**src/rtl/ram_dp_be_pkg.sv**
```systemverilog
// Shared types and helpers for the byte-enable dual-port RAM.
package ram_dp_be_pkg;

  typedef enum logic {
    CLEAR,
    READY
  } state_e;

  localparam int unsigned BYTE_W     = 8;
  localparam int unsigned MAX_DATA_W = 1024;
  localparam int unsigned MAX_BE_W   = MAX_DATA_W / BYTE_W;

  // Operates on the widest supported word; callers zero-extend and truncate to their width.
  function automatic logic [MAX_DATA_W-1:0] merge_bytes(
    input logic [MAX_DATA_W-1:0] old_w,
    input logic [MAX_DATA_W-1:0] new_w,
    input logic [MAX_BE_W-1:0]   be
  );
    logic [MAX_DATA_W-1:0] res;
    res = old_w;
    for (int unsigned k = 0; k < MAX_BE_W; k++) begin
      if (be[k]) res[BYTE_W*k +: BYTE_W] = new_w[BYTE_W*k +: BYTE_W];
    end
    return res;
  endfunction

endpackage

```
**src/rtl/ram_dp_be_clr.sv**
```systemverilog
// Clear sequencer: walks every word address once, driving a zero-write, after reset or on request.
module ram_dp_be_clr
  import ram_dp_be_pkg::*;
#(
  parameter int unsigned ADDR_W = 5,
  parameter int unsigned DEPTH  = 32
) (
  input  logic              clk,
  input  logic              rst_n,
  input  logic              clr_req,
  output logic              busy,
  output logic              clr_we,
  output logic [ADDR_W-1:0] clr_addr
);

  localparam logic [ADDR_W-1:0] LAST_ADDR = ADDR_W'(DEPTH - 1);

  state_e            state_q;
  logic [ADDR_W-1:0] cnt_q;
  logic              busy_q;

  always_ff @(posedge clk or negedge rst_n) begin
    if (!rst_n) begin
      state_q <= CLEAR;
      cnt_q   <= '0;
      busy_q  <= 1'b1;
    end else begin
      case (state_q)
        CLEAR: begin
          if (cnt_q == LAST_ADDR) begin
            state_q <= READY;
            cnt_q   <= '0;
            busy_q  <= 1'b0;
          end else begin
            cnt_q <= cnt_q + 1'b1;
          end
        end
        READY: begin
          if (clr_req) begin
            state_q <= CLEAR;
            cnt_q   <= '0;
            busy_q  <= 1'b1;
          end
        end
        default: begin
          state_q <= CLEAR;
          cnt_q   <= '0;
          busy_q  <= 1'b1;
        end
      endcase
    end
  end

  assign busy     = busy_q;
  assign clr_we   = busy_q;
  assign clr_addr = cnt_q;

endmodule

```
**src/rtl/ram_dp_be.sv**
```systemverilog
// Simple-dual-port RAM with byte enables, write-first bypass and a zero-fill sequencer.
// Define RAM_DP_BE_OUTREG_EN to add an output register stage (read latency 2).
module ram_dp_be
  import ram_dp_be_pkg::*;
#(
  parameter int unsigned DATA_W = 32,
  parameter int unsigned ADDR_W = 5,
  parameter int unsigned DEPTH  = 32
) (
  input  logic                     clk,
  input  logic                     rst_n,
  input  logic                     clr_req,
  output logic                     busy,
  input  logic                     wr_en,
  input  logic [DATA_W/BYTE_W-1:0] wr_be,
  input  logic [ADDR_W-1:0]        wr_addr,
  input  logic [DATA_W-1:0]        wr_data,
  input  logic                     rd_en,
  input  logic [ADDR_W-1:0]        rd_addr,
  output logic [DATA_W-1:0]        rd_data,
  output logic                     rd_valid
);

  localparam int unsigned IDX_W = (DEPTH > 1) ? $clog2(DEPTH) : 1;

  logic              clr_we;
  logic [ADDR_W-1:0] clr_addr;

  logic [DATA_W-1:0] mem_q [DEPTH];

  logic              wr_ok;
  logic              rd_in_rng;
  logic [DATA_W-1:0] wr_word;
  logic              mem_we;
  logic [IDX_W-1:0]  mem_widx;
  logic [DATA_W-1:0] mem_wdata;
  logic              rd_valid_d;
  logic [DATA_W-1:0] rd_data_d;
  logic              rd_valid_q;
  logic [DATA_W-1:0] rd_data_q;

  ram_dp_be_clr #(
    .ADDR_W (ADDR_W),
    .DEPTH  (DEPTH)
  ) u_clr (
    .clk      (clk),
    .rst_n    (rst_n),
    .clr_req  (clr_req),
    .busy     (busy),
    .clr_we   (clr_we),
    .clr_addr (clr_addr)
  );

  always_comb begin
    wr_ok     = !busy && wr_en && (32'(wr_addr) < DEPTH);
    rd_in_rng = 32'(rd_addr) < DEPTH;
    wr_word   = DATA_W'(merge_bytes(MAX_DATA_W'(mem_q[wr_addr[IDX_W-1:0]]),
                                    MAX_DATA_W'(wr_data),
                                    MAX_BE_W'(wr_be)));
    // The clear sequencer owns the write port while busy.
    mem_we    = busy ? clr_we : wr_ok;
    mem_widx  = busy ? clr_addr[IDX_W-1:0] : wr_addr[IDX_W-1:0];
    mem_wdata = busy ? '0 : wr_word;
  end

  always_ff @(posedge clk) begin
    if (mem_we) mem_q[mem_widx] <= mem_wdata;
  end

  always_comb begin
    rd_valid_d = !busy && rd_en;
    rd_data_d  = '0;
    if (rd_valid_d && rd_in_rng) begin
      // Same-address write in this cycle: return the merged word (write-first).
      rd_data_d = (wr_ok && (wr_addr == rd_addr)) ? wr_word : mem_q[rd_addr[IDX_W-1:0]];
    end
  end

`ifdef RAM_DP_BE_OUTREG_EN
  logic              clr_acc;
  logic              rd_valid_q2;
  logic [DATA_W-1:0] rd_data_q2;

  assign clr_acc = clr_req && !busy;

  always_ff @(posedge clk or negedge rst_n) begin
    if (!rst_n) begin
      rd_valid_q  <= 1'b0;
      rd_data_q   <= '0;
      rd_valid_q2 <= 1'b0;
      rd_data_q2  <= '0;
    end else if (clr_acc) begin
      rd_valid_q  <= 1'b0;
      rd_data_q   <= '0;
      rd_valid_q2 <= 1'b0;
      rd_data_q2  <= '0;
    end else begin
      rd_valid_q  <= rd_valid_d;
      rd_data_q   <= rd_data_d;
      rd_valid_q2 <= rd_valid_q;
      rd_data_q2  <= rd_data_q;
    end
  end

  assign rd_valid = rd_valid_q2;
  assign rd_data  = rd_data_q2;
`else
  always_ff @(posedge clk or negedge rst_n) begin
    if (!rst_n) begin
      rd_valid_q <= 1'b0;
      rd_data_q  <= '0;
    end else begin
      rd_valid_q <= rd_valid_d;
      rd_data_q  <= rd_data_d;
    end
  end

  assign rd_valid = rd_valid_q;
  assign rd_data  = rd_data_q;
`endif

endmodule

```
**config.mk**
```make
export PLATFORM = sky130hd
export DESIGN_NAME = ram_dp_be
export DESIGN_NICKNAME = d
export VERILOG_FILES = /design/src/rtl/ram_dp_be_pkg.sv /design/src/rtl/ram_dp_be_clr.sv /design/src/rtl/ram_dp_be.sv
export SDC_FILE = /design/constraint.sdc
export NUM_CORES = 1
export LEC_CHECK = 0
export BUFFER_PORTS_ARGS = -buffer_cell sky130_fd_sc_hd__buf_2
export CORE_UTILIZATION = 42
export DETAILED_ROUTE_END_ITERATION = 10
export PLACE_DENSITY = 0.54
export SETUP_SLACK_MARGIN = 0.15
export SLEW_MARGIN = 25
export SYNTH_ARGS = -nofsm -noshare
export SYNTH_HDL_FRONTEND = slang
export SYNTH_SLANG_ARGS = --single-unit
export TNS_END_PERCENT = 5
```
**constraint.sdc**
```tcl
create_clock -name clk -period 3.9 [get_ports clk]
set_input_delay 0.39 -clock clk [delete_from_list [all_inputs] [get_ports clk]]
set_output_delay 0.39 -clock clk [all_outputs]
set_load 0.05 [all_outputs]
```
* Word level (Yosys, flattened, before mapping)
Memory sizes are Yosys's and may differ from the RTL's.
Index checks and enable logic that the tools add are counted.
** Word-level totals
- Bits in registers :: 40
- Latch bits :: 0
- Bits in writable memories :: 1024
- Memory bits (read-only) :: 0
- Input bits :: 51
- Word-level logic and storage cells :: 37
- Memories kept :: 1
** Cells by class
- Add/sub/neg operators :: 1
- Multiply operators :: 0
- Divide/modulo/power cells :: 0
- $lt $le $gt $ge :: 0
- Eq/ne operators :: 4
- Shift operators :: 0
- Multiplexer cells :: 20
- Bitwise gates (word level) :: 1
- Reductions and logical operators :: 5
** Memory list
- mem_q :: depth 32, bits a word 32, rd ports 2, clocked after memory_dff 0, wr ports 1, RTL line ram_dp_be.sv:29 : logic [DATA_W-1:0] mem_q [DEPTH];
** Operator list (number)
- $mux 32 :: 3
- $mux 8 :: 4
- $mux 5 :: 3
- $pmux 5 s2 :: 1
- $mux 1 :: 7
- $add 5x1->5 const B :: 1
- $eq 5x5->1 :: 1
- $eq 5x5->1 const B :: 1
- $pmux 1 s2 :: 2
- $logic_and 1x1->1 :: 3
- $ne 2x1->1 const B :: 1
- $ne 2x2->1 const B :: 1
- $reduce_and 2->1 :: 1
- $logic_not 1->1 :: 1
- $not 1->1 :: 1

* Longest topological paths before layout
- Word-level depth :: 5
- Depth in mapped cells :: 11
- Gate-level depth less buffers :: 6

* By module
Synthesis repeated with hierarchy kept, for this count alone.
** Unflattened totals
- Cells, all modules :: 3035
- Area, all modules :: 50694.9 µm²
** Modules (own cells, without submodules)
- ram_dp_be :: instances 1, cells an instance 3002, area an instance 50355.8 µm², seq. area each 31575.3 µm²
- ram_dp_be_clr :: instances 1, cells an instance 33, area an instance 339.1 µm², seq. area each 176.4 µm²

* Worst setup path before layout
Ideal clock, no wire load.
- Path type :: reg-to-reg
- Start :: reg u_clr.busy_q, in the netlist u_clr.busy
- End :: mem mem_q[17][0], enable pin
- Library setup time :: 0.421 ns
- Data arrival time :: 3.064 ns
- Data required time :: 3.479 ns
- Setup slack :: 0.415 ns
- Cell stages (with the launch flop) :: 7
- Buffers on the path :: 2
- Period minus slack after synthesis :: 3.485 ns
- Cells stage by stage :: dfstp_2 clkbuf_1 buf_1 nand2_1 o21ai_0 nand2_1 nor2_1
** On the way
- Longest elaborated chain between the ends :: 5
- Elaborated cells on any way between the ends :: 6
- Those cells by class :: mux (4); reduce/logical (2)
** RTL lines
- start, declared :: RTL line ram_dp_be_clr.sv:20 : logic busy_q;
- start signal, assigned :: RTL line ram_dp_be_clr.sv:26 : busy_q <= 1'b1;
- start signal, assigned :: RTL line ram_dp_be_clr.sv:33 : busy_q <= 1'b0;
- start signal, assigned :: RTL line ram_dp_be_clr.sv:42 : busy_q <= 1'b1;
- $logic_not 1->1 :: RTL line ram_dp_be.sv:55 : wr_ok = !busy && wr_en && (32'(wr_addr) < DEPTH);
- $logic_and 1x1->1 :: RTL line ram_dp_be.sv:55
- $mux 1 :: RTL line ram_dp_be.sv:61 : mem_we = busy ? clr_we : wr_ok;
- $mux 1 :: RTL line ram_dp_be.sv:67 : if (mem_we) mem_q[mem_widx] <= mem_wdata;
- $mux 1 (not written as such) :: RTL line ram_dp_be.sv:67
- end, declared :: RTL line ram_dp_be.sv:29
Parallel ways exist; a longest one is shown, timed or not.

* Worst setup path in the final report
- Start :: reg u_clr.busy_q, in the netlist u_clr.busy
- End :: mem mem_q[8][22], enable pin
The elaborated chain is that of the path after synthesis.

==> run metrics <==
Mapped Nets 3016; Worst Hold Class in -> async; Post-synth EDFFs 1024; synthesized area per cell about 17 um2; RSZ-0062 raised after global routing no; FMAX 0.304 GHz; Buf/Inv on CP 1; Syn-to-layout area delta 14.6%; CP required between 4000 and 5000 ps; cell taking the most area after synthesis edfxtp_1; drt total wl 172 mm; full die area 121000 um2; top cells by area, synth edfxtp_1 61%, mux2i_1 11%, mux4_2 10%, a221oi_1 2.3%, a22o_1 2.3%; clock sink count 1064; Slew @ Worst Pin 1100 ps; Wirelength per Cell 36.0 um; initial antenna violation count 5; status completed; yosys warns 0; Routability Congestion approximately 0.85; Crit Path Max Fanout 20; Max Root-Sink Buffers 3; # IOs 85; First-pass DRT Iterations 5; max-slew violations 0; Synth Instances 2963; total of max-cap violations 0; crit path launch type register; Core Box Area about 120000 um2; largest net degree at the start of global routing 106; maximum vdd ir drop around 0.42 mV; dpl cells about 4600; Max-slew headroom between 20% and 30%; Largest stage delay, worst path 770 ps; CP Data Arrival Time 3630 ps; setup repair bufs after CTS 0; non-filler cells, final 4776; critical-path cell list mux2i_1, nand2_1, nor2_4, buf_4; Die Span X 348 um; antenna-violating nets left 0; Synth top cells by count 1024 x edfxtp_1, 566 x mux2i_1, 222 x mux4_2; critical path class reg -> reg; CTS clock-pin slew for the worst setup and hold paths around 60 ps; Chip Height 348 um; grt total ovfl 0; synthesized area 50100 um2; Avg Vias per Cell 6.66; global-route wire length before repair 243 mm; number of synthesized register bits between 1000 and 1500; Setup TNS 0 ps; CP Capture Type register; CTS tree built; most frequent cell after synthesis edfxtp_1; vias in the first global route about 32000; Seq/Total Area, Yosys between 60% and 70%; Top delay family on crit path simple AND/OR/NAND/NOR gates; ys async rst share approximately 3.8%; worst skew pair latency 710 ps; post-synth cell types 48; period utilization a little over four fifths; fin util 48.6%; CTS Root Cell clkbuf_16; Buffers on Ports 84; htree depth 3; share of cells above drive strength 1 24.4%; FP Rows around 130; DRC violations left 0; PwrDens 555 nW/um2; cts bufs inserted 116; Nets 3189; Leak 20.3 nW; initial DRC count just under 4000; post-synth top area share 61.3%; Worst path slowest cell dfstp_2; dpl hpwl slightly above 100 mm; post-route minimum period 3290 ps; Final Hold Fails 0; top_reg_cell synth edfxtp_1; flop2flop setup slack 610 ps; Total GRT Usage 28.4%; # setup viols final 0; Clock Skew 18.5 ps; vias after detailed routing ~32000; Starting Density 42.4%
-- final cells by class --
cell class,count,area [um2]
fill,9837,60800
antenna,1,2.50
timing repair buffer,298,2720
sequential,1064,31800
clock inverter,60,647
clock buffer,161,3250
multi-input combinational,1642,17100
tap,1536,1920
inverter,14,52.6
-- path summary, 6_finish.rpt --
check                               from       endpoint  cells after the start
setup / recovery              u_clr.busy   mem_q[8][22]                      4
hold / removal                     rst_n    rd_data[13]                      2
setup reg to reg              u_clr.busy   mem_q[8][22]                      4
hold reg to reg            u_clr.state_q  u_clr.state_q                      1
max in group asynchronous          rst_n     rd_data[4]                      3
min in group clk             wr_data[18]    rd_data[18]                      4
-- metrics by stage --
stage	hold slack [ps]	instance area (um2)	power, mW	worst slack, ps
after floorplan	94.4	50100	18.1	415
after global placement	324	53400	20.6	439
after detailed placement	326	53500	20.8	355
after CTS	92.7	57500	32.0	686
after global routing	123	57500	32.8	559
final	127	57500	31.9	607
-- cell families after synthesis --
| kind of cell | after synthesis | share of synthesized area (%) |
|---|---|---|
| and+or+nand+nor | 244 | 2.25 |
| AOI/OAI and AO/OA | 597 | 9.62 |
| muxes | 793 | 21.4 |
| xor gates and xnor gates | 6 | 0.105 |
| DFF | 1064 | 63.3 |
| buffers and inverters | 257 | 3.26 |
| adders and majority gates | 2 | 0.0499 |
-- flip-flops by register name, summed over array words and instances (netlist names) --
signal          count
u_clr.busy          1
u_clr.clr_addr      5
mem_q            1024
rd_valid            1
rd_data            32
u_clr.state_q       1
-- layer usage --
metal	global-route usage, %	vias to the layer above	routed length [um]
met5	0	-	47
met1	40.2	16923	72100
met4	8.24	2	5240
met3	5.03	318	14600
li1	-	12840	-
met2	44.8	1711	80200
-- power by group --
group | total, mW | switching (mW) | internal (mW) | leakage, nW
clock network | 11.2 | 4.57 | 6.66 | 1.92
registers | 14.9 | 0.558 | 14.3 | 10.1
logic | 5.74 | 3.92 | 1.82 | 8.35
-- timing repair --
| action | in CTS | in global routing |
|---|---|---|
| gates resized for setup | 0 | 0 |
| hold buffers | 2 | 0 |
| hold endpoints to repair | 18 | 0 |
-- placed cells by master (no fill, tap or decap), drive strengths merged, types with 44 or more instances in the layout --
| master | n |
|---|---|
| a21oi | 44 |
| a22o | 129 |
| buf | 296 |
| clkbuf | 161 |
| edfxtp | 1024 |
| a221oi | 146 |
| nor2 | 76 |
| a22oi | 88 |
| mux4 | 222 |
| mux2i | 566 |
| nand2 | 66 |
| o22ai | 64 |
Note: power is estimated with default switching activity, not from simulation.
